<file path="src/rtl/master_start_sync.sv">
// Radar burst synchroniser: keeps 64-bit system time with 1 Hz preset,
// latches a burst descriptor, hands chirp settings to the DDS over REQ/ACK
// and generates the transmit/receive window sequence for N intervals.
module master_start_sync (
    input  logic        CLK,
    input  logic        RESET,
    input  logic [63:0] SYS_TIME,
    input  logic        SYS_TIME_UPDATE,
    input  logic        T1hz,
    input  logic        WR_DATA,
    input  logic [47:0] MEM_DDS_freq,
    input  logic [47:0] MEM_DDS_delta_freq,
    input  logic [31:0] MEM_DDS_delta_rate,
    input  logic [63:0] MEM_TIME_START,
    input  logic [15:0] MEM_N_impuls,
    input  logic [1:0]  MEM_TYPE_impulse,
    input  logic [31:0] MEM_Interval_Ti,
    input  logic [31:0] MEM_Interval_Tp,
    input  logic [31:0] MEM_Tblank1,
    input  logic [31:0] MEM_Tblank2,
    input  logic        ACK,
    output logic [47:0] DDS_freq,
    output logic [47:0] DDS_delta_freq,
    output logic [31:0] DDS_delta_rate,
    output logic        REQ,
    output logic        DDS_start,
    output logic        SYS_TIME_UPDATE_OK,
    output logic        En_Iz,
    output logic        En_Pr
);

    // The four burst phases occupy codes 4..7 so the low two bits index the phase.
    typedef enum logic [2:0] {
        S_IDLE = 3'd0,
        S_LOAD = 3'd1,
        S_REL  = 3'd2,
        S_WAIT = 3'd3,
        S_TI   = 3'd4,
        S_BL1  = 3'd5,
        S_PR   = 3'd6,
        S_BL2  = 3'd7
    } state_t;

    state_t      r_state, w_state_nx;
    logic [31:0] r_cnt, w_cnt_nx;
    logic [15:0] r_num, w_num_nx;
    logic        r_req, w_req_nx;
    logic        w_load;
    logic [2:0]  w_seek;
    logic        w_enter;

    logic        r_t1_s1, r_t1_s2, r_t1_s3;
    logic        r_ack_s1, r_ack_s2;
    logic        r_wr_d;
    logic        w_t1_rise, w_wr_rise;

    logic [63:0] r_sys_time;
    logic        r_ok;

    logic [63:0] r_start;
    logic [1:0]  r_type;
    logic [31:0] r_ti, r_tp, r_tb1, r_tb2;
    logic [47:0] r_dds_freq, r_dds_dfreq;
    logic [31:0] r_dds_rate;
    logic        r_en_iz, r_en_pr, r_dds_start;

    logic [3:0]  w_nz;
    logic [1:0]  w_cur_phase;
    logic        w_coh;

    // Lowest phase index >= from whose length is non-zero; 4 means none left.
    function automatic logic [2:0] first_nz(input logic [2:0] from, input logic [3:0] nz);
        logic [2:0] res;
        res = 3'd4;
        for (int k = 3; k >= 0; k--) begin
            if ((k >= int'(from)) && nz[k]) res = 3'(k);
        end
        return res;
    endfunction

    assign w_t1_rise   = r_t1_s2 & ~r_t1_s3;
    assign w_wr_rise   = WR_DATA & ~r_wr_d;
    assign w_nz        = {r_tb2 != 32'd0, r_tp != 32'd0, r_tb1 != 32'd0, r_ti != 32'd0};
    assign w_cur_phase = r_state[1:0];
    assign w_coh       = (r_type != 2'd0);

    // Double-flop synchronisers for T1hz and ACK plus edge history for T1hz and WR_DATA.
    always_ff @(posedge CLK or negedge RESET) begin
        if (!RESET) begin
            r_t1_s1  <= 1'b0;
            r_t1_s2  <= 1'b0;
            r_t1_s3  <= 1'b0;
            r_ack_s1 <= 1'b0;
            r_ack_s2 <= 1'b0;
            r_wr_d   <= 1'b0;
        end else begin
            r_t1_s1  <= T1hz;
            r_t1_s2  <= r_t1_s1;
            r_t1_s3  <= r_t1_s2;
            r_ack_s1 <= ACK;
            r_ack_s2 <= r_ack_s1;
            r_wr_d   <= WR_DATA;
        end
    end

    // Free-running system time, presettable on the synchronised 1 Hz rising edge.
    always_ff @(posedge CLK or negedge RESET) begin
        if (!RESET) begin
            r_sys_time <= 64'd0;
            r_ok       <= 1'b0;
        end else if (SYS_TIME_UPDATE && w_t1_rise) begin
            r_sys_time <= SYS_TIME;
            r_ok       <= 1'b1;
        end else begin
            r_sys_time <= r_sys_time + 64'd1;
            if (!SYS_TIME_UPDATE) r_ok <= 1'b0;
        end
    end

    // Next-state logic: handshake, start-time wait and phase sequencing with zero-length skip.
    always_comb begin
        w_state_nx = r_state;
        w_cnt_nx   = r_cnt;
        w_num_nx   = r_num;
        w_req_nx   = r_req;
        w_load     = 1'b0;
        w_seek     = 3'd4;
        w_enter    = 1'b0;
        case (r_state)
            S_IDLE: begin
                if (w_wr_rise) begin
                    w_load     = 1'b1;
                    w_num_nx   = MEM_N_impuls;
                    w_req_nx   = 1'b1;
                    w_state_nx = S_LOAD;
                end
            end
            S_LOAD: begin
                if (r_ack_s2) begin
                    w_req_nx   = 1'b0;
                    w_state_nx = S_REL;
                end
            end
            S_REL: begin
                if (!r_ack_s2) w_state_nx = (r_num == 16'd0) ? S_IDLE : S_WAIT;
            end
            S_WAIT: begin
                if (r_sys_time >= r_start) begin
                    w_seek  = first_nz(3'd0, w_nz);
                    w_enter = 1'b1;
                end
            end
            default: begin
                if (r_cnt == 32'd0) begin
                    w_seek = first_nz({1'b0, w_cur_phase} + 3'd1, w_nz);
                    if (w_seek[2]) begin
                        if (r_num > 16'd1) begin
                            w_num_nx = r_num - 16'd1;
                            w_seek   = first_nz(3'd0, w_nz);
                        end else begin
                            w_num_nx = 16'd0;
                        end
                    end
                    w_enter = 1'b1;
                end else begin
                    w_cnt_nx = r_cnt - 32'd1;
                end
            end
        endcase
        if (w_enter) begin
            if (w_seek[2]) begin
                w_state_nx = S_IDLE;
            end else begin
                w_state_nx = state_t'({1'b1, w_seek[1:0]});
                case (w_seek[1:0])
                    2'd0:    w_cnt_nx = r_ti - 32'd1;
                    2'd1:    w_cnt_nx = r_tb1 - 32'd1;
                    2'd2:    w_cnt_nx = r_tp - 32'd1;
                    default: w_cnt_nx = r_tb2 - 32'd1;
                endcase
            end
        end
    end

    // State register and window outputs, registered from the next state so they align with it.
    always_ff @(posedge CLK or negedge RESET) begin
        if (!RESET) begin
            r_state     <= S_IDLE;
            r_cnt       <= 32'd0;
            r_num       <= 16'd0;
            r_req       <= 1'b0;
            r_en_iz     <= 1'b0;
            r_en_pr     <= 1'b0;
            r_dds_start <= 1'b0;
        end else begin
            r_state     <= w_state_nx;
            r_cnt       <= w_cnt_nx;
            r_num       <= w_num_nx;
            r_req       <= w_req_nx;
            r_en_iz     <= (w_state_nx == S_TI);
            r_en_pr     <= (w_state_nx == S_PR);
            r_dds_start <= w_coh ? (w_state_nx inside {S_TI, S_BL1, S_PR, S_BL2})
                                 : (w_state_nx == S_TI);
        end
    end

    // Descriptor shadow registers and DDS copies, captured on an accepted write.
    always_ff @(posedge CLK or negedge RESET) begin
        if (!RESET) begin
            r_start     <= 64'd0;
            r_type      <= 2'd0;
            r_ti        <= 32'd0;
            r_tp        <= 32'd0;
            r_tb1       <= 32'd0;
            r_tb2       <= 32'd0;
            r_dds_freq  <= 48'd0;
            r_dds_dfreq <= 48'd0;
            r_dds_rate  <= 32'd0;
        end else if (w_load) begin
            r_start     <= MEM_TIME_START;
            r_type      <= MEM_TYPE_impulse;
            r_ti        <= MEM_Interval_Ti;
            r_tp        <= MEM_Interval_Tp;
            r_tb1       <= MEM_Tblank1;
            r_tb2       <= MEM_Tblank2;
            r_dds_freq  <= MEM_DDS_freq;
            r_dds_dfreq <= MEM_DDS_delta_freq;
            r_dds_rate  <= MEM_DDS_delta_rate;
        end
    end

    assign DDS_freq           = r_dds_freq;
    assign DDS_delta_freq     = r_dds_dfreq;
    assign DDS_delta_rate     = r_dds_rate;
    assign REQ                = r_req;
    assign DDS_start          = r_dds_start;
    assign SYS_TIME_UPDATE_OK = r_ok;
    assign En_Iz              = r_en_iz;
    assign En_Pr              = r_en_pr;

endmodule

</file>
<file path="config.mk">
export PLATFORM = sky130hd
export DESIGN_NAME = master_start_sync
export DESIGN_NICKNAME = d
export VERILOG_FILES = /design/src/rtl/master_start_sync.sv
export SDC_FILE = /design/constraint.sdc
export NUM_CORES = 1
export LEC_CHECK = 0
export ABC_AREA = 1
export CAP_MARGIN = 20
export CORE_MARGIN = 4
export CORE_UTILIZATION = 55
export CTS_BUF_LIST = sky130_fd_sc_hd__clkbuf_8 sky130_fd_sc_hd__clkbuf_16
export DETAILED_ROUTE_END_ITERATION = 10
export PLACE_DENSITY = 0.88
export SLEW_MARGIN = 10
export SYNTH_ARGS = -nofsm -noshare
export SYNTH_HDL_FRONTEND = slang
export SYNTH_SLANG_ARGS = --single-unit
</file>
<file path="constraint.sdc">
create_clock -name CLK -period 5.6 [get_ports CLK]
set_input_delay 0.56 -clock CLK [delete_from_list [all_inputs] [get_ports CLK]]
set_output_delay 0.56 -clock CLK [all_outputs]
set_load 0.005 [all_outputs]
</file>
* Yosys cells after proc, flatten, opt, wreduce, memory -nomap -nowiden
Cells that the tools add are included.
** Storage, ports and cells
- Flip-flop bits (word level) :: 448
- Bits in latches :: 0
- Bits in writable memories :: 0
- ROM bits :: 0
- Bits of input ports :: 408
- Output and inout bits :: 133
- Word-level logic and storage cells :: 122
- Memories kept :: 0
** Cells by class
- Add/sub/neg operators :: 8
- Multipliers :: 0
- Divide/modulo/power cells :: 0
- Order comparisons :: 6
- Eq/ne operators :: 12
- Shifts and indexed selects :: 0
- Muxes and demuxes :: 44
- Bitwise operators :: 5
- Reduce and logical (&&, ||, !) cells :: 23
** Operators with widths (count)
- $sub A32 B1 Y32 const B :: 5
- $mux W32 :: 4
- $reduce_bool A32 Y1 :: 4
- $pmux W32 S3 :: 1
- $add A64 B1 Y64 const B :: 1
- $ge A64 B64 Y1 :: 1
- $mux W16 :: 4
- $mux W64 :: 1
- $mux W3 :: 19
- $logic_not A32 Y1 :: 1
- $pmux W16 S2 :: 1
- $gt A16 B1 Y1 const B :: 1
- $logic_not A16 Y1 :: 1
- $sub A16 B1 Y16 const B :: 1
- $eq A3 B3 Y1 const B :: 4
- $mux W1 :: 9
- $pmux W3 S3 :: 1
- $reduce_bool A2 Y1 :: 4
- $eq A3 B2 Y1 const B :: 2
- $ge A1 B3 Y1 const A :: 2
- $ge A2 B3 Y1 const A :: 2
- $pmux W3 S2 :: 1
- $reduce_or A3 Y1 :: 2
- $logic_and A1 B1 Y1 :: 5
- 16 further kinds :: 21

* Logic depth before layout (Yosys ltp)
Gate-level depths: netlist of run 1.
- Depth after elaboration :: 18
- Depth in mapped cells :: 32
- Gate-level depth less buffers :: 31

* Least setup slack after synthesis of run 1
Ideal clock, no wire load.
- Path kind :: reg2reg
- Start point :: reg r_sys_time[15]
- End point :: reg r_cnt[30]
- Setup time :: 116 ps
- Arrival :: 2961 ps
- Data required time :: 5484 ps
- Setup slack :: 2522 ps
- Stages on the path, launching flop included :: 27
- Buffers on the path :: 1
- Clock period less this slack :: 3078 ps
- Path through :: dfrtp_1 -> ha_1 -> a21o_1 -> nor2_1 -> nand2_1 -> nor2_1 -> nand2_1 -> nand2_1 -> nand2_1 -> nand2_1 -> nand2_1 -> nand3_2 -> nand2_1 -> buf_2 -> o21ai_0 -> nand3_1 -> nand2_1 -> ha_1 -> nand2_1 -> nor2_2 -> nand2_2 -> nor2_4 -> nand2_1 -> nand2_1 -> nand2_1 -> nand2_1 -> nand2_1
** On the way
- Longest elaborated chain between the ends :: 7
- Elaborated cells on any way between the ends :: 11
- Those cells by class :: order compare (1); eq/ne (2); mux (7); reduce/logical (1)
** RTL lines
- from (decl) :: line 57 : logic [63:0] r_sys_time;
- from (signal assigned) :: line 115 : r_sys_time <= r_sys_time + 64'd1;
- $ge A64 B64 Y1 * :: line 148 : if (r_sys_time >= r_start) begin
- $mux W3 :: line 148
- $pmux W3 S2 :: line 129 : case (r_state)
- $eq A2 B2 Y1 (tied with other cells) :: line 175 : case (w_seek[1:0])
- $pmux W32 S3 :: line 175
- $mux W32 :: line 171 : if (w_seek[2]) begin
- $mux W32 * :: line 170 : if (w_enter) begin
- via w_cnt_nx[30] :: line 45 : logic [31:0] r_cnt, w_cnt_nx;
- to (signal assigned) :: line 197 : r_cnt <= w_cnt_nx;
- to (decl) :: line 45
Mark *: on every way through the listed nets, which the timed path passes. The rest lies on a longest branch.
A chain may end at the register's enable or synchronous reset.

* Worst setup path in the final report of run 1
- Start point :: reg r_sys_time[15]
- End point :: reg r_cnt[12]
The elaborated chain is that of the path after synthesis.

==> results of run 1 <==
==> metal layers <==
layer | track usage [%] | share of wire, %
met1 | 39.7 | 37
met5 | 0 | 0.016
met2 | 54.8 | 49
met3 | 7.06 | 7.8
met4 | 20.6 | 6.0
==> what timing repair did <==
item,CTS,global route
hold buffers,1,0
hold endpoints to repair,67,0
buffers inserted,0,0
==> report_power, final <==
part	total [mW]	switching (mW)	internal, mW
combinational	5.70	3.23	2.47
sequential	5.65	1.04	4.61
clock	3.13	1.34	1.79
==> flip-flops by register name (all words and copies together), names as in the netlist, 2 cells and up <==
register,cells
r_num,16
DDS_delta_rate,32
r_sys_time,64
r_tb2,32
r_tp,32
DDS_freq,48
r_state,3
r_tb1,32
DDS_delta_freq,48
r_start,64
r_type,2
r_ti,32
r_cnt,32
==> logic make-up after synthesis <==
group	Yosys count
AOI/OAI and AO/OA	259
and+or+nand+nor	1946
DFF	448
buffers and inverters	358
muxes	1
xor gates and xnor gates	92
adders and majority gates	69
==> path summary, 6_finish.rpt <==
check,end,from,cells after the start
min reg2reg,r_ack_s2$_DFF_PN0_,r_ack_s1$_DFF_PN0_,0
max reg2reg,r_cnt[12]$_DFF_PN0_,r_sys_time[15]$_DFF_PN0_,23
max in group asynchronous,DDS_freq[36]$_DFFE_PN0P_,RESET,3
min,r_ack_s2$_DFF_PN0_,r_ack_s1$_DFF_PN0_,0
min in group asynchronous,r_sys_time[56]$_DFF_PN0_,RESET,2
max,r_cnt[12]$_DFF_PN0_,r_sys_time[15]$_DFF_PN0_,23
==> layout make-up <==
| type | count | area, sq um |
|---|---|---|
| Tap cell | 539 | 674 |
| Clock inverter | 29 | 272 |
| Fill cell | 3192 | 11100 |
| Multi-Input combinational cell | 2367 | 11100 |
| Sequential cell | 448 | 11200 |
| Timing Repair Buffer | 555 | 5600 |
| Clock buffer | 53 | 1260 |
| Inverter | 247 | 935 |
| Antenna cell | 31 | 77.6 |
==> synthesized netlist by cell type, drive strengths merged (2+ instances only) <==
cell | n | area share, %
nand4 | 31 | 0.82
dfrtp | 448 | 47
o21ai | 186 | 3.9
nand3b | 8 | 0.25
a21oi | 41 | 0.91
nand2 | 1404 | 23
clkbuf | 96 | 1.5
xnor2 | 29 | 1.1
xor2 | 63 | 2.3
or2 | 24 | 0.65
nor3b | 2 | 0.063
ha | 69 | 3.6
o31ai | 6 | 0.19
o21a | 3 | 0.095
a31oi | 9 | 0.24
nor2 | 272 | 4.8
o21bai | 3 | 0.095
nand3 | 141 | 3.0
inv | 246 | 3.9
nor4 | 25 | 0.66
a21o | 3 | 0.095
buf | 15 | 0.47
nor3 | 36 | 0.82
and3 | 2 | 0.053
==> metrics by stage <==
| step | setup WS (ns) | instance area (sq um) | power [mW] | hold WS, ns | utilization [%] |
|---|---|---|---|---|---|
| detailed placement | 1.38 | 29500 | 11.2 | 0.345 | 69.8 |
| global route | 0.814 | 31100 | 15.5 | 0.357 | 73.7 |
| finish | 1.25 | 31100 | 14.5 | 0.358 | 73.7 |
| global placement | 1.44 | 29500 | 11.0 | 0.334 | 69.8 |
| floorplan | 2.52 | 23700 | 8.66 | 0.264 | - |
| CTS | 1.34 | 31000 | 14.5 | 0.356 | 73.4 |
==> worst max-delay path, cell delays in order, from the launching register on <==
cell and delay (ns):
sky130_fd_sc_hd__dfrtp_1 0.44, sky130_fd_sc_hd__ha_1 0.33, sky130_fd_sc_hd__a21o_1 0.18, sky130_fd_sc_hd__nor2_1 0.14, sky130_fd_sc_hd__nand2_1 0.10, sky130_fd_sc_hd__nor2_1 0.09
sky130_fd_sc_hd__nand2_1 0.06, sky130_fd_sc_hd__nand2_1 0.06, sky130_fd_sc_hd__nand2_1 0.09, sky130_fd_sc_hd__nand2_1 0.07, sky130_fd_sc_hd__nand2_1 0.11, sky130_fd_sc_hd__nand3_1 0.11
sky130_fd_sc_hd__nand2_2 0.31, sky130_fd_sc_hd__nor2_2 0.89, sky130_fd_sc_hd__nand2_1 0.10, sky130_fd_sc_hd__nand3_1 0.13, sky130_fd_sc_hd__nand2_1 0.08, sky130_fd_sc_hd__ha_1 0.20
sky130_fd_sc_hd__nand2_1 0.10, sky130_fd_sc_hd__nor2_2 0.07, sky130_fd_sc_hd__nand2_2 0.14, sky130_fd_sc_hd__nor2_2 0.07, sky130_fd_sc_hd__or2_1 0.21, sky130_fd_sc_hd__a21oi_1 0.16
==> results.md, run 1 <==
- The flow ran to the end, and the final reports show no timing, DRC or antenna violations.
- By startpoint and endpoint, the worst setup path is classified as register to register.
- The async set-reset flop share out of synthesis is 100%.
- The initial cell density of the core is between 50% and 60%.
- The first global-routing pass estimated about 120000 microns of wire.
- The post-detailed-route wirelength per cell is roughly 18 microns.
- The routed wire length is 78900 microns.
- Clock-pin slew was measured on the worst setup and hold paths at 0.06 ns.
- The synthesized netlist devotes under 10% of its cell area to adder and majority cells.
- For the pin with the worst max-slew slack, the measured transition is 1.15 ns.
- The count of endpoints failing setup in the final report is 0.
- Excluding fillers, the count of instances in the completed layout stands at 4269.
- STA classifies the critical path startpoint as a register.
- The number of antenna violations at the first check in global routing came to 32.
- STA puts the critical path data arrival time at 4.85 ns.
- The synthesized area is ~0.024 sq mm.
- The H-tree generated during clock tree synthesis spans 2 levels.
- Cells with a size suffix above 1 make up 4.54% of the layout.
- Multiplexer cells account for less than 1% of the synthesized area.
- Measured against its own limit, the worst slew margin works out to a little under a quarter.
- The routability-driven placement congestion ratio is about 0.98.
- The total number of yosys warnings is 0.
- The largest clock skew in the final design is between 0.02 and 0.025 ns.
- The most common cell after layout, fill and taps aside is sky130_fd_sc_hd__nand2_1.
- The final net count is 4143.
- The largest net degree at the start of global routing is 228.
- The standard cell core area is ~0.042 sq mm.
- The area enclosed by the die boundary is ~0.046 sq mm.
- The chip height is between 200 and 250 microns.
- The deepest clock path buffer count is 3.
- The tree is rooted in a sky130_fd_sc_hd__clkbuf_16.
- The final max-slew violation count was 0.
- The TritonCTS clock tree is yes.
- The synthesis-to-layout area growth is 31.3%.
- The clock reaches the later pin of the worst-skew pair after ~0.60 ns.
- The count of buffers from port buffering is between 500 and 600.
- By area, the combinational part of the netlist is dominated by simple AND/OR/NAND/NOR gates.
- The critical path endpoint category is a register.
- The cell area power density is 466 mW/mm^2.
- Synthesis handed over a netlist of 3173 instances.
- The count of final hold-check violations is 0.
- The biggest fanout along the worst timing path is 24.
- Once detail routing completed, the nets flagged for antenna violations numbered 0.
- The width of the die is ~220 microns.
- Global routing finished with a remaining overflow of 0.
- The register bit count reported by yosys is 448.
- TritonCTS created 47 clock buffers.
- The time the worst path needs with I/O delays and setup is around 4.4 ns.
- Based on the critical path, the design can be clocked at up to between 200 and 250 MHz.
- In this run the core area contains 75 standard-cell rows.
- Counting every net in the synthesized netlist gives roughly 3700.
- The post-synthesis average cell area is ~7.5 sq um.
- Leaving out fill and tap cells, the most frequent cells in the layout are 1378 x sky130_fd_sc_hd__nand2_1, 539 x sky130_fd_sc_hd__clkdlybuf4s50_1, 448 x sky130_fd_sc_hd__dfrtp_1.
- The compound-cell area share of the yosys netlist is 5.83%.
- IR analysis of the VDD net gives a maximum drop of 0.000315 V.
- The number of enable-type register cells in the synthesized netlist is 0.
- Of the total synthesized cell area, the portion taken by XOR and XNOR cells is under 10%.
- The tool flagged a number of max-cap violations equal to 0.
- The worst min-delay path class is register to register.
- For this run, design rule violations remaining after detail routing come to 0.
- The number of placed instances, taps included, is 4154.
- After layout, the worst path uses 77.7% of the clock period.
- The distinct cell type count after synthesis is 51.
- Setup repair after global routing left no endpoint under its margin.
- Gates resized during post-CTS repair numbered 0.
- The register-to-register setup slack is roughly 1.2 ns.
- The half-perimeter wire length after detailed placement is 59300 microns.
- Adding up every negative setup slack in the final design gives 0 ns.
- The most common flop cell mapped by yosys is sky130_fd_sc_hd__dfrtp_1.
- The first TritonRoute pass finished after 6 iterations.
- The number of primary I/O pins is about 540.
- Summing the areas of all and, or, nand and nor instances in the mapped netlist gives between 30% and 40% of the synthesized area.
- The number of global-route vias before repair is 22841.
- The final route contains 22870 vias.
- In this run the static leakage power is 15.1 nW.
- The share of the Yosys chip area taken by registers is a little under half.
- The first routing iteration left just over 2000 violations.
- The via-per-instance ratio is roughly 5.4.
- Global routing used between 30% and 40% of the available tracks.
- The required time of the worst setup path is 6.10 ns.
- The clock net sink count is between 400 and 500.
No activity file was read; power rests on OpenSTA's default activity.
==> run 2, diff against run 1 <==
--- a/config.mk
+++ b/config.mk
@@ -8,10 +8,10 @@
 export ABC_AREA = 1
 export CAP_MARGIN = 20
 export CORE_MARGIN = 4
-export CORE_UTILIZATION = 55
+export CORE_UTILIZATION = 51
 export CTS_BUF_LIST = sky130_fd_sc_hd__clkbuf_8 sky130_fd_sc_hd__clkbuf_16
 export DETAILED_ROUTE_END_ITERATION = 10
-export PLACE_DENSITY = 0.88
+export PLACE_DENSITY = 0.83
 export SLEW_MARGIN = 10
 export SYNTH_ARGS = -nofsm -noshare
 export SYNTH_HDL_FRONTEND = slang
==> constraint.sdc (replaced) <==
create_clock -name CLK -period 4.56 [get_ports CLK]
set_input_delay 0.456 -clock CLK [delete_from_list [all_inputs] [get_ports CLK]]
set_output_delay 0.456 -clock CLK [all_outputs]
set_load 0.005 [all_outputs]
==> run 2 against run 1 <==
  * Core utilization fell by 5.0 points
  * Sequential power rose by 22%
  * Sequential cell count did not move
  * Setup slack got worse by 0.71 ns
  * Power rose by 25%
  * Critical path type unchanged
  * Register-to-register slack got worse by 0.71 ns
==> results.md, run 2 (synthesis results as in run 1) <==
- The run finished with clean final reports.
- The post-layout instance count excluding filler cells is 4333 (+1.5%).
- TritonCTS built the clock tree.
- The half-perimeter wire length after detailed placement is 61000 microns (+2.7%).
- The first-pass iteration count of the detailed router is 5 (-1).
- The number of rows created at floorplan came to 78 (+4.0%).
- The library cells used most frequently in the layout, excluding fill and tap cells, are 1378 x sky130_fd_sc_hd__nand2_1, 539 x sky130_fd_sc_hd__clkdlybuf4s50_1, 448 x sky130_fd_sc_hd__dfrtp_1.
- The post-detailed-route wirelength per cell is 18.4 microns (-0.52%).
- The reg-to-reg startpoint is r_sys_time[15]$_DFF_PN0_.
- The initial cell density of the core is 51.9% (-4.2 points).
- The number of buffers created by CTS came to 47 (unchanged).
- The slowest cell on the critical path is sky130_fd_sc_hd__dfrtp_1.
- The final global-route overflow total is 0 (unchanged).
- The number of primary I/O pins came to 541 (unchanged).
- The number of gates resized after CTS is 0 (unchanged).
- The critical path's largest stage delay is 0.44 ns (-0.45 ns).
- The standard cell core area was 0.0457 sq mm (+8.2%).
- The clock share of power came to 23.4% (+1.8 points).
- Setup repair after global routing left no endpoint under its margin.
- The worst hold-check slack is 0.298 ns (-0.0591 ns).
- The summed negative setup slack over all endpoints is 0 ns (unchanged).
- The width of the die is 224 microns (+3.7%).
- The arrival time at the worst endpoint is 4.54 ns (-0.31 ns).
- Compared with the post-synthesis result, the final layout area differs by 32.5%.
- The power spent charging and discharging nets came to 6.87 mW (+22%).
- The tree is rooted in a sky130_fd_sc_hd__clkbuf_16.
- The count of endpoints failing setup in the final report is 0 (unchanged).
- The sequential group share of total power is 38.2% (-0.8 points).
- The post-cts hold buffer count is 1 (unchanged).
- The H-tree level count is 2 (unchanged).
- The remaining design rule violation count is 0 (unchanged).
- The count of antenna-violating nets left after detailed routing is 0 (unchanged).
- The max capacitance violation total is 0 (unchanged).
- Traced cell by cell, the critical path runs through ha_1 > nand2_1 > nor2_1 > nand2_1 > nor2_1 > nor2_1 > nand2_1 > nand2_1 > nand2_1 > nand2_1 > nand2_1 > nand3_1 > nand2_2 > nand2_4 > or2_1 > nand2_1 > ha_1 > nand2_1 > nor2_2 > nand2_2 > nor2_4 > xnor2_1 > nand2_1 > nand2_1.
- The worst setup path is of the register to register kind.
- The routed wire length is 79600 microns (+0.97%).
- The final net count is 4151 (+0.19%).
- The number of violations reported at the end of detailed-routing iteration 0 is 1714 (-16%).
- The final period utilization is 88.2% (+11 points).
- The count of final hold-check violations was 0 (unchanged).
- The cell count of the worst reg-to-reg path is 24 (+4.3%).
- The detailed-route via count is 22513 (-1.6%).
- The largest clock skew in the final design is 0.0215 ns (-0.00106 ns).
- The number of global-route vias before repair is 22252 (-2.6%).
- The worst-skew pair later-pin latency was 0.60 ns (about the same).
- The internal power contribution is 11.2 mW (+27%).
- The headroom to the max-slew limit came to 29.9% (+6.8 points).
- The wire length of the first global-routing pass came to 122000 microns (-0.19%).
- The area enclosed by the die boundary came to 0.0500 sq mm (+7.5%).
- The startpoint kind of the worst setup timing path is a register.
- The largest net degree at the start of global routing is 190 (-17%).
- The routability-driven placement congestion ratio is 0.957 (-2.0%).
- The global-route total usage across every layer is 31.0% (-2.1 points).
- The time the worst path needs with I/O delays and setup is 4.02 ns (-0.328 ns).
- The register-to-register setup slack is 0.54 ns (-0.71 ns).
- In this run the critical register-to-register path is captured at r_cnt[14]$_DFF_PN0_.
- Leaving out fill and tap cells, the most frequent cell in the layout is sky130_fd_sc_hd__nand2_1.
- The final max-slew violation count is 0 (unchanged).
- The count of buffers from port buffering is 540 (unchanged).
- The clock net sink count is 448 (unchanged).
- The final cell utilization of the core is 68.7% (-5.0 points).
- The leakage component of the power is 15.2 nW (+0.82%).
- The worst voltage drop across the vdd grid is 0.000474 V (+51%).
- The switching fraction of total power is 37.9% (-0.85 points).
- The worst setup path is captured at a register.
- The biggest fanout along the worst timing path is 23 (-4.2%).
- The worst setup path endpoint is r_cnt[14]$_DFF_PN0_.
- The number of setup buffers added after CTS came to 0 (unchanged).
- By instance count, the cell type seen most on the critical path is sky130_fd_sc_hd__nand2_1.
- The clock transition at the registers of the reported paths is 0.06 ns (about the same).
- The fmax was 249 MHz (+8.2%).
- The via-per-instance ratio is 5.20 (-3.0%).
- The slew at the pin closest to its max-slew limit is 1.05 ns (-0.103 ns).
- The cell area power density came to 577 mW/mm^2 (+24%).
- The most critical setup path has its startpoint at r_sys_time[15]$_DFF_PN0_.
- The total instance count after detailed placement is 4224 (+1.7%).
- The chip height is 224 microns (+3.7%).
- The share of cells above drive strength 1 is 4.93% (+0.39 points).
- The required time of the worst setup path came to 5.08 ns (-1.02 ns).
- The portion of total power attributed to combinational logic came to 38.4% (-0.9 points).
- The worst min-delay path class is input pin to register.
- The deepest clock path buffer count came to 3 (unchanged).
- In the final layout, the registers with the most flip-flops are r_start x64, r_sys_time x64.
- The number of antenna violations at the first check in global routing is 25 (-22%).
==> run 2: worst min path at each step <==
| stage | endpoint | cells past startpoint | start | slack (ns) |
|---|---|---|---|---|
| finish | r_t1_s1$_DFF_PN0_ | 1 | T1hz | 0.30 |
| global route | r_t1_s1$_DFF_PN0_ | 1 | T1hz | 0.28 |
| CTS | r_t1_s1$_DFF_PN0_ | 1 | T1hz | 0.26 |
| detailed placement | r_t1_s2$_DFF_PN0_ | 0 | r_t1_s1$_DFF_PN0_ | 0.34 |
| global placement | r_ack_s2$_DFF_PN0_ | 0 | r_ack_s1$_DFF_PN0_ | 0.34 |
| floorplan | DDS_delta_freq[0]$_DFFE_PN0P_ | 0 | RESET | 0.16 |
==> run 2: per-layer routing <==
layer | vias to the layer above | track usage, % | part of all wire, %
met1 | 10514 | 38.2 | 39
li1 | 10975 | - | -
met2 | 853 | 51.3 | 49
met5 | - | 0 | 0.016
met4 | 2 | 16.4 | 4.8
met3 | 169 | 6.76 | 7.5
==> run 2: layout make-up <==
class,instances,area [sq um]
multi-input cells,2367,11100
clock buffers,57,1330
diodes,23,57.6
repair buffers,563,5640
fillers,3815,14300
flip-flops and latches,448,11200
inverters,247,935
clock inverters,28,382
well taps,600,751
==> run 2: stage by stage <==
| step | setup slack [ns] | instance area (sq um) | total power, mW |
|---|---|---|---|
| 2_1_floorplan | 1.48 | 23700 | 10.6 |
| 3_3_place_gp | 0.657 | 29600 | 13.6 |
| 3_5_place_dp | 0.598 | 29600 | 13.8 |
| 4_1_cts | 0.573 | 31300 | 18.1 |
| 5_1_grt | 0.0801 | 31400 | 19.4 |
| 6_report | 0.537 | 31400 | 18.1 |
==> run 2: worst max-delay path, delay by kind of cell, from the launching register on <==
kind                       cells  cell delay, ns
and+or+nand+nor               21            2.80
xor gates and xnor gates       1            0.14
DFF                            1            0.44
adders and majority gates      2            0.53
==> run 2: power by group through the flow <==
| stage | clock, mW | combinational, mW | sequential (mW) |
|---|---|---|---|
| 2_1_floorplan | 0 | 4.03 | 6.60 |
| 3_3_place_gp | 0 | 6.74 | 6.87 |
| 3_5_place_dp | 0 | 6.89 | 6.89 |
| 4_1_cts | 4.29 | 6.95 | 6.87 |
| 5_1_grt | 4.45 | 7.88 | 7.10 |
| 6_report | 4.23 | 6.96 | 6.92 |
==> run 3, diff against run 2 <==
--- a/config.mk
+++ b/config.mk
@@ -5,13 +5,13 @@
 export SDC_FILE = /design/constraint.sdc
 export NUM_CORES = 1
 export LEC_CHECK = 0
-export ABC_AREA = 1
+export ABC_AREA = 0
 export CAP_MARGIN = 20
 export CORE_MARGIN = 4
-export CORE_UTILIZATION = 51
+export CORE_UTILIZATION = 50
 export CTS_BUF_LIST = sky130_fd_sc_hd__clkbuf_8 sky130_fd_sc_hd__clkbuf_16
 export DETAILED_ROUTE_END_ITERATION = 10
-export PLACE_DENSITY = 0.83
+export PLACE_DENSITY = 0.82
 export SLEW_MARGIN = 10
 export SYNTH_ARGS = -nofsm -noshare
 export SYNTH_HDL_FRONTEND = slang
==> run 3 against run 2 <==
  * The flow now finishes with violations (negative setup slack)
  * Hold slack better by 0.0055 ns
  * Setup slack worse by 0.73 ns
  * Sequential share of layout area down 0.99 points
  * Routed wire length up 2.3%
  * Global-route usage up 1.7 points
  * Largest power group unchanged
  * Highest routed layer is now met4
==> results.md, run 3 <==
- The run finished, with violations left.
- The checks that failed: negative setup slack.
- The number of violations reported at the end of detailed-routing iteration 0 is 2030 (+18%).
- The slew at the pin closest to its max-slew limit is 1.12 ns (+0.0723 ns).
- The H-tree level count is 2 (unchanged).
- In the layout the commonest cells are 948 x sky130_fd_sc_hd__nand2_1, 539 x sky130_fd_sc_hd__clkdlybuf4s50_1, 448 x sky130_fd_sc_hd__dfrtp_1.
- The standard cell core area was 0.0443 sq mm (-3.0%).
- The final instance area is 0.0323 sq mm (+2.8%).
- The clock transition at the registers of the reported paths came to 0.06 ns (about the same).
- The total number of yosys warnings is 0 (unchanged).
- The required time of the worst setup path is 5.08 ns (about the same).
- The count of final hold-check violations is 0 (unchanged).
- The largest net degree at the start of global routing is 191 (+0.53%).
- The max capacitance violation total was 0 (unchanged).
- The detailed-route via count came to 22156 (-1.6%).
- The number of buffers created by CTS is 49 (+4.3%).
- The first-pass iteration count of the detailed router is 5 (unchanged).
- The share of synthesized area occupied by flip-flops and latches is 49.9% (+2.6 points).
- Sorting the synthesized cells by area gives the leading types as sky130_fd_sc_hd__dfrtp_1 50%, sky130_fd_sc_hd__nand2_1 16%, sky130_fd_sc_hd__ha_1 3.8%.
- The post-detailed-route wirelength per cell is 20.3 microns (+10%).
- The total of fill cells in the finished design is 3179 (-17%).
- The time the worst path needs with I/O delays and setup was 4.75 ns (+0.727 ns).
- Relative to the synthesized area, the layout overhead comes to 43.7%.
- The fmax is 211 MHz (-15%).
- The clock net sink count came to 448 (unchanged).
- The total instance count after detailed placement is 3911 (-7.4%).
- The final period utilization is 104% (+16 points).
- Leaving out fill and tap cells, the most frequent cell in the layout is sky130_fd_sc_hd__nand2_1.
- The count of buffers from port buffering is 540 (unchanged).
- The final global-route overflow total is 0 (unchanged).
- The global-route total usage across every layer is 32.7% (+1.7 points).
- The internal power contribution is 11.8 mW (+5.0%).
- The leakage component of the power is 15.0 nW (-0.96%).
- The portion of total power attributed to combinational logic is 42.3% (+3.9 points).
- The synthesized area was 0.0224 sq mm (-5.2%).
- The wire length of the first global-routing pass was 124000 microns (+1.6%).
- The worst min-delay path class is input pin to register.
- The half-perimeter wire length after detailed placement is 60200 microns (-1.3%).
- The count of antenna-violating nets left after detailed routing came to 0 (unchanged).
- The TritonCTS clock tree is yes.
- The share of cells above drive strength 1 is 13.0% (+8.0 points).
- The number of antenna violations at the first check in global routing is 3 (-88%).
- The commonest cells after synthesis are 949 x sky130_fd_sc_hd__nand2_1, 448 x sky130_fd_sc_hd__dfrtp_1, 163 x sky130_fd_sc_hd__nor2_1.
- STA classifies the critical path startpoint as a register.
- The worst setup slack after layout is -0.190 ns (-0.727 ns).
- The tree is rooted in a sky130_fd_sc_hd__clkbuf_16.
- The remaining design rule violation count is 0 (unchanged).
- The worst hold-check slack is 0.304 ns (+0.00554 ns).
- The sequential group share of total power was 36.0% (-2.2 points).
- The most common flop cell mapped by yosys is sky130_fd_sc_hd__dfrtp_1.
- The async set-reset flop share out of synthesis is 100% (unchanged).
- Setup repair after global routing could not meet its margin everywhere.
- The number of instances in the synthesized netlist is 2632 (-17%).
- The power spent charging and discharging nets was 6.72 mW (-2.1%).
- The worst-skew pair later-pin latency is 0.60 ns (about the same).
- The area share of the leading cell type in the synthesized netlist is 49.9% (+2.6 points).
- The worst voltage drop across the vdd grid came to 0.000383 V (-19%).
- The cell area power density is 574 mW/mm^2 (-0.50%).
- The cell type with the largest total area after synthesis is sky130_fd_sc_hd__dfrtp_1.
- The deepest clock path buffer count is 3 (unchanged).
- The total placed instance area came to 0.0303 sq mm (+2.2%).
- The headroom to the max-slew limit is 24.3% (-5.5 points).
- The number of enable-type register cells in the synthesized netlist is 0 (unchanged).
- The chip height is 220 microns (-1.6%).
- The post-layout instance count excluding filler cells is 4016 (-7.3%).
- The distinct cell type count after synthesis came to 86 (+69%).
- The worst setup path is captured at a register.
- The number of global-route vias before repair is 23039 (+3.5%).
- The register bit count reported by yosys came to 448 (unchanged).
- The number of primary I/O pins is 541 (unchanged).
- The arrival time at the worst endpoint is 5.27 ns (+0.73 ns).
- The initial cell density of the core was 50.7% (-1.2 points).
- The clock share of power is 21.7% (-1.7 points).
- The routed wire length was 81500 microns (+2.3%).
- The width of the die was 220 microns (-1.6%).
- The post-synthesis average cell area was 8.53 sq um (+14%).
- The number of rows created at floorplan was 77 (-1.3%).
- The via-per-instance ratio is 5.52 (+6.2%).
- The routability-driven placement congestion ratio is 0.963 (+0.69%).
- The largest registers in the layout are r_start x64, r_sys_time x64.
- The total nets after synthesis is 3109 (-15%).
- The switching fraction of total power is 36.3% (-1.6 points).
- By instance count, the leading cell after synthesis is sky130_fd_sc_hd__nand2_1.
- The count of endpoints failing setup in the final report was 11 (+11).
- The final net count is 3862 (-7.0%).
- The largest clock skew in the final design is 0.0308 ns (+0.00922 ns).
- The final max-slew violation count is 0 (unchanged).
- The worst setup path is of the register to register kind.
- The area enclosed by the die boundary came to 0.0483 sq mm (-3.2%).
- The biggest fanout along the worst timing path came to 5 (-78%).
-- run 3: critical path: stages, from the launching register on --
cell and delay (ns):
sky130_fd_sc_hd__dfrtp_1 0.39, sky130_fd_sc_hd__ha_1 0.30, sky130_fd_sc_hd__nand4_1 0.11, sky130_fd_sc_hd__buf_4 0.15, sky130_fd_sc_hd__inv_2 0.03, sky130_fd_sc_hd__a222oi_1 0.40, sky130_fd_sc_hd__o211ai_1 0.24, sky130_fd_sc_hd__or4_4 0.61
sky130_fd_sc_hd__a31oi_4 0.17, sky130_fd_sc_hd__nor4b_2 0.06, sky130_fd_sc_hd__a31oi_1 0.16, sky130_fd_sc_hd__o31a_1 0.18, sky130_fd_sc_hd__ha_2 0.18, sky130_fd_sc_hd__inv_2 0.05, sky130_fd_sc_hd__a211oi_2 0.13, sky130_fd_sc_hd__nand3_1 0.13
sky130_fd_sc_hd__a211oi_2 0.30, sky130_fd_sc_hd__nand4_1 0.18, sky130_fd_sc_hd__nand2b_4 0.23, sky130_fd_sc_hd__or3_1 0.37, sky130_fd_sc_hd__xor2_1 0.15, sky130_fd_sc_hd__a21oi_1 0.15
-- run 3: path summary, 6_finish.rpt --
kind | cells after the start | to | slack [ns] | from
worst max register to register | 21 | r_cnt[18]$_DFF_PN0_ | -0.19 | r_sys_time[60]$_DFF_PN0_
worst min-delay path | 1 | r_t1_s1$_DFF_PN0_ | 0.30 | T1hz
max in group asynchronous | 3 | DDS_delta_rate[2]$_DFFE_PN0P_ | 3.03 | RESET
min in group asynchronous | 2 | r_num[12]$_DFFE_PN0P_ | 0.42 | RESET
worst min register to register | 0 | r_ack_s2$_DFF_PN0_ | 0.36 | r_ack_s1$_DFF_PN0_
worst max-delay path | 21 | r_cnt[18]$_DFF_PN0_ | -0.19 | r_sys_time[60]$_DFF_PN0_
-- run 3: what timing repair did --
item	4_1_cts	5_1_grt
hold buffers	1	0
buffers inserted	10	3
resized for setup	26	10
hold endpoints to repair	62	0
pin swaps	19	15
setup endpoints to repair	22	23
-- run 3: logic make-up (layout without fill, tap and decap cells) --
kind of cell,count (synthesis),after routing,share of synthesized area [%]
simple gates,1382,1382,26.2
flops,448,448,49.9
compound gates,365,365,9.62
buf+inv,204,992,3.62
xor+xnor,117,117,4.56
fa+ha+maj,69,69,3.85
mux,47,47,2.17
other cells,0,4,0
-- run 3: per-layer routing --
layer | GRT usage, % | wire length [microns]
met2 | 54.8 | 39300
met1 | 38.7 | 30100
met5 | 0 | 0
met4 | 19.3 | 5340
met3 | 7.28 | 6710
-- run 3: power by group through the flow --
stage / logic (mW) / clock network, mW / registers [mW]
floorplan: 3.54 / 0 / 6.48
global placement: 7.25 / 0 / 6.54
detailed placement: 7.50 / 0 / 6.61
CTS: 7.72 / 4.09 / 6.61
global route: 8.62 / 4.24 / 6.81
finish: 7.84 / 4.02 / 6.67
-- run 3: final cells by class --
class | count | area (sq um) | share of cell area, %
well taps | 592 | 741 | 2.30
clock inverters | 20 | 169 | 0.524
flip-flops and latches | 448 | 11200 | 34.7
diodes | 4 | 10.0 | 0.0310
multi-input cells | 1980 | 10700 | 33.2
inverters | 88 | 330 | 1.02
repair buffers | 818 | 7630 | 23.6
clock buffers | 66 | 1460 | 4.53
-- run 3: per-stage QoR --
step / utilization [%] / power (mW) / setup slack, ns / TNS [ns]
2_1_floorplan: - / 10.0 / 0.00744 / 0
3_3_place_gp: 68.3 / 13.8 / -0.347 / -3.47
3_5_place_dp: 68.3 / 14.1 / -0.474 / -5.97
4_1_cts: 72.5 / 18.4 / -0.0987 / -0.332
5_1_grt: 72.8 / 19.7 / -0.570 / -6.83
6_report: 72.8 / 18.5 / -0.190 / -1.33
